--- src/rtl/rx_mod.sv ---
// rx_mod -- UART receiver, 8N1, oversampled by CLKS_PER_BIT clocks per bit.
//
// Ports:
//   clk       in   system clock, all state changes on the rising edge
//   rst       in   asynchronous active-high reset
//   rxd       in   asynchronous serial line, idle high
//   rx_ack    in   consumer has taken dout
//   dout      out  [7:0] last correctly received byte
//   rx_valid  out  dout holds an unconsumed byte
//   frame_err out  one-cycle pulse, stop bit sampled low
//   overrun   out  sticky, a byte was overwritten before it was acknowledged
module rx_mod #(
    parameter int CLKS_PER_BIT = 16
) (
    input  logic       clk,
    input  logic       rst,
    input  logic       rxd,
    input  logic       rx_ack,
    output logic [7:0] dout,
    output logic       rx_valid,
    output logic       frame_err,
    output logic       overrun
);

    localparam int CW = (CLKS_PER_BIT > 1) ? $clog2(CLKS_PER_BIT) : 1;
    localparam logic [CW-1:0] HALF_M1 = CW'(CLKS_PER_BIT / 2 - 1);
    localparam logic [CW-1:0] FULL_M1 = CW'(CLKS_PER_BIT - 1);

    localparam logic [1:0] IDLE  = 2'd0;
    localparam logic [1:0] START = 2'd1;
    localparam logic [1:0] DATA  = 2'd2;
    localparam logic [1:0] STOP  = 2'd3;

    logic [1:0]    sync_q;
    logic          rxd_s;
    logic [1:0]    state_q, state_d;
    logic          armed_q, armed_d;
    logic [CW-1:0] cnt_q, cnt_d;
    logic [2:0]    bit_q, bit_d;
    logic [7:0]    shift_q, shift_d;
    logic [7:0]    dout_q, dout_d;
    logic          valid_q, valid_d;
    logic          ferr_q, ferr_d;
    logic          ovr_q, ovr_d;
    logic          good, bad;

    assign rxd_s = sync_q[1];

    always_comb begin
        state_d = state_q;
        armed_d = armed_q;
        cnt_d   = cnt_q;
        bit_d   = bit_q;
        shift_d = shift_q;
        good    = 1'b0;
        bad     = 1'b0;
        case (state_q)
            IDLE: begin
                // Only a high-to-low transition starts a frame; a line that
                // stays low (break, or low out of reset) never re-triggers.
                if (rxd_s)
                    armed_d = 1'b1;
                if (armed_q && !rxd_s) begin
                    state_d = START;
                    cnt_d   = '0;
                    armed_d = 1'b0;
                end
            end
            START: begin
                if (cnt_q == HALF_M1) begin
                    cnt_d   = '0;
                    bit_d   = 3'd0;
                    // High at mid start bit is a glitch: drop it silently.
                    state_d = rxd_s ? IDLE : DATA;
                end else begin
                    cnt_d = cnt_q + CW'(1);
                end
            end
            DATA: begin
                if (cnt_q == FULL_M1) begin
                    cnt_d   = '0;
                    shift_d = {rxd_s, shift_q[7:1]};
                    bit_d   = bit_q + 3'd1;
                    if (bit_q == 3'd7)
                        state_d = STOP;
                end else begin
                    cnt_d = cnt_q + CW'(1);
                end
            end
            STOP: begin
                if (cnt_q == FULL_M1) begin
                    cnt_d   = '0;
                    state_d = IDLE;
                    good    = rxd_s;
                    bad     = !rxd_s;
                end else begin
                    cnt_d = cnt_q + CW'(1);
                end
            end
            default: state_d = IDLE;
        endcase
    end

    // Output side. A completing byte takes priority over an ack; overrun is
    // left alone when the ack and the new byte coincide since nothing is lost.
    always_comb begin
        dout_d  = dout_q;
        valid_d = valid_q;
        ovr_d   = ovr_q;
        ferr_d  = bad;
        if (good) begin
            dout_d  = shift_q;
            valid_d = 1'b1;
            if (valid_q && !rx_ack)
                ovr_d = 1'b1;
        end else if (rx_ack) begin
            valid_d = 1'b0;
            ovr_d   = 1'b0;
        end
    end

    always_ff @(posedge clk or posedge rst) begin
        if (rst) begin
            sync_q  <= 2'b11;
            state_q <= IDLE;
            armed_q <= 1'b0;
            cnt_q   <= '0;
            bit_q   <= 3'd0;
            shift_q <= 8'h00;
            dout_q  <= 8'h00;
            valid_q <= 1'b0;
            ferr_q  <= 1'b0;
            ovr_q   <= 1'b0;
        end else begin
            sync_q  <= {sync_q[0], rxd};
            state_q <= state_d;
            armed_q <= armed_d;
            cnt_q   <= cnt_d;
            bit_q   <= bit_d;
            shift_q <= shift_d;
            dout_q  <= dout_d;
            valid_q <= valid_d;
            ferr_q  <= ferr_d;
            ovr_q   <= ovr_d;
        end
    end

    assign dout      = dout_q;
    assign rx_valid  = valid_q;
    assign frame_err = ferr_q;
    assign overrun   = ovr_q;

endmodule

--- config.mk ---
export PLATFORM = sky130hd
export DESIGN_NAME = rx_mod
export DESIGN_NICKNAME = d
export VERILOG_FILES = /design/src/rtl/rx_mod.sv
export SDC_FILE = /design/constraint.sdc
export NUM_CORES = 1
export LEC_CHECK = 0
export ABC_CLOCK_PERIOD_IN_PS = 2000
export CORE_ASPECT_RATIO = 1.25
export CORE_UTILIZATION = 45
export CTS_CLUSTER_SIZE = 16
export DETAILED_ROUTE_END_ITERATION = 8
export PLACE_DENSITY = 0.71
export SYNTH_ARGS = -nofsm -noshare
export SYNTH_HDL_FRONTEND = slang
export SYNTH_SLANG_ARGS = --single-unit
--- constraint.sdc ---
create_clock -name clk -period 2 [get_ports clk]
set_input_delay 0.2 -clock clk [delete_from_list [all_inputs] [get_ports clk]]
set_output_delay 0.2 -clock clk [all_outputs]
set_load 0.02 [all_outputs]
==> metrics.md <==
| Metric | Value |
|---|---|
| Worst-path cell chain | ha_1 -> and3_1 -> and2_1 -> mux2_2 |
| Initial DRC count | 22 |
| Largest net degree at the start of global routing | 21 |
| Slowest stage delay, CP | just under 0.4 ns |
| Sequential area share after synthesis | a little under three fifths |
| Die Y | ~64 um |
| Reg2reg path depth | 4 |
| Most frequent cells in the layout | 29 x dfrtp_1, 14 x clkdlybuf4s50_1, 10 x mux2_2 |
| Number of flops mapped to enable cells by yosys | 0 |
| Yosys warnings | 0 |
| Sw Pwr | roughly 480 uW |
| Drt total wl | ~2300 um |
| Place WS | roughly 0.24 ns |
| RSZ-0062 raised after global routing | no |
| Num CTS Buffers | 5 |
| Overall Power | roughly 1.5 mW |
| Initial antenna violation count | 0 |
| Initial Utilization | a little under half |
| Share of synthesized registers carrying an async set or reset | 100.0% |
| NumNets Final | about 130 |
| Std-Cell Rows | 22 |
| Fin Clk Skew | between 0.007 and 0.008 ns |
| Status | finished, final reports clean |
| Primary FF master, synth | dfrtp_1 |
| Cells after Synth | between 100 and 150 |
| Tmin final | roughly 1.8 ns |
| Syn nets | ~120 |
| Critical path's slowest cell | dfrtp_1 |
| Post-route setup TNS | 0 ns |
| Reg power frac | 53.4% |
| Antenna Nets Post-Route | 0 |
| Most common cell after layout, fill and taps aside | dfrtp_1 |
| IO Pins | 15 |
| CP Buf/Inv Count | 0 |
| Clk network pwr share | between 20% and 30% |
| Antenna cells | 0 |
| Max Clk Rate | 564.4 MHz |
| Fillers | between 200 and 250 |
| Internal power | around 990 uW |
| Hold buffers post-CTS | 0 |
| Netlist Area Pre-Place | about 1400 sq um |
| CTS tree | done |
| Crit start category | flip-flop |
| Port Buffers | 14 |
| Via-to-Cell Ratio | about 5.4 |
| Gate power share | between 20% and 30% |
| Power Density | slightly above 900 nW/um^2 |
| Worst path required time | about 2.2 ns |
| Layout cell share with drive strength beyond 1 | approximately a quarter |
| Post-CTS Resized | 0 |
| Worst-Margin Slew | 0.5030 ns |
| Final WS setup | approximately 0.23 ns |
| Via count | 871 |
| DRC | 0 |
| HP Class | input pin to asynchronous set/reset pin |
| Switching part of the total power | between 30 and 40% |
| Gr ovfl total | 0 |
| Synth Area per Inst | between 10 and 15 sq um |
| Final hold vios | 0 |
| LEAKAGE | approximately 0.76 nW |
| Crit-path max FO | 9 |
| Post-CTS Setup Repair Bufs | 0 |
| Tcrit/Tclk final | about nine tenths |
| Worst Path Class, Setup | flip-flop to flip-flop |
| DR pass1 iterations | 4 |
| Clk root buf | clkbuf_4 |
| Clock Latency Late Sink | between 0.3 and 0.4 ns |
| Worst Setup End Kind | flip-flop |
| #FFs+latches synth | 31 |
| GRT Util Overall | between 15 and 20% |
| Max-cap viol count | 0 |
| Netlist cell types | 34 |
| # setup viols final | 0 |
| Crit path depth | 4 |
| CTS max path bufs | 2 |
| Hold slack | slightly below 0.2 ns |
| Max IR drop VDD | 0.7217 mV |
| Vias in the first global route | between 800 and 900 |
| # H-tree levels | 2 |
| Slew Viols, Final | 0 |
| RD Place Congestion | approximately 0.89 |
| Area grow syn2layout | 15.33% |
| Relative slew slack | around two thirds |
| Global-route wire length before repair | between 3000 and 4000 um |
| CORE AREA | 2945 sq um |
| Cell family with most CP delay | simple AND/OR/NAND/NOR gates |
| Arr. time, crit path | 1.98 ns |
| Die Wd | approximately 52 um |
| Post-DP HPWL | between 1500 and 2000 um |
| Clk sink count | 31 |
| Clk slew on worst S/H paths | 0.09 ns |
| Full die area | around 3300 sq um |
| Drt wl/cell | ~14 um |
routing by layer:
layer  part of all wire (%)  global-route usage [%]
met5                      0                       0
met2                     52                   27.76
met3                    4.2                   6.429
met4                    1.7                   7.095
met1                     42                   18.78
worst reg2reg max path, cell delays in order (launching register included):
cell,delay [ns]
dfrtp_1,0.39
ha_1,0.28
and3_1,0.22
and2_1,0.38
mux2_2,0.39
final cells by class:
type | instances | area [sq um] | area share (%)
clock buffer | 7 | 45.04 | 2.815
tap | 36 | 45.04 | 2.815
clock inverter | 1 | 5.005 | 0.3127
inverter | 6 | 22.52 | 1.407
timing repair buffer | 16 | 167.7 | 10.48
sequential | 31 | 778.2 | 48.63
multi-input combinational | 65 | 536.8 | 33.54
power by group through the flow:
stage | Clock [mW] | Sequential [mW] | Combinational (mW)
final | 0.339 | 0.785 | 0.346
after global routing | 0.392 | 0.794 | 0.395
after CTS | 0.352 | 0.784 | 0.350
after detailed placement | 0 | 0.796 | 0.347
after global placement | 0 | 0.790 | 0.333
after floorplan | 0 | 0.745 | 0.334
cells in the mapped netlist (all sizes together), types with 2 or more instances:
library cell,number,area [sq um]
dfrtp,29,725.7
mux2,17,217.7
buf,7,50.05
inv,6,22.52
nand2,6,22.52
nand3,5,25.02
nor2,5,18.77
and3,3,18.77
ha,3,37.54
o21ai,3,15.01
a211oi,2,15.01
a21oi,2,10.01
and2,2,15.02
dfstp,2,52.55
mux2i,2,20.02
logic make-up after synthesis:
| family | after synthesis | share of synthesized area [%] |
|---|---|---|
| buffers and inverters | 13 | 5.230 |
| multiplexers | 19 | 17.13 |
| AO/OA/AOI/OAI | 16 | 8.296 |
| flip-flops | 31 | 56.09 |
| adder cells (fa/ha/maj) | 3 | 2.705 |
| AND/OR/NAND/NOR | 26 | 9.920 |
| XOR/XNOR | 1 | 0.6313 |
path summary, 6_finish.rpt:
| check | slack, ns | end | startpoint |
|---|---|---|---|
| worst max register to register | 0.23 | dout[4] | cnt_q[0] |
| min in group clk | 0.27 | sync_q[0] | rxd |
| worst min-delay path | 0.20 | frame_err | rst |
| worst min register to register | 0.36 | sync_q[1] | sync_q[0] |
| worst max-delay path | 0.23 | dout[4] | cnt_q[0] |
| max in group asynchronous | 1.32 | dout[3] | rst |
state kept, by name, summed over array words and instances (netlist names), named ones only:
| register | cells |
|---|---|
| rx_valid | 1 |
| dout | 8 |
| sync_q | 2 |
| cnt_q | 4 |
| shift_q | 8 |
| frame_err | 1 |
| state_q | 1 |
| armed_q | 1 |
| overrun | 1 |
| bit_q | 3 |
through the flow:
stage	util, %	cell area [sq um]	std cells
CTS	54.33	1600	162
global route	54.33	1600	162
floorplan	-	1388	109
finish	54.33	1600	162
detailed placement	52.63	1550	154
global placement	52.63	1550	154
No activity file was read; power rests on OpenSTA's default activity.
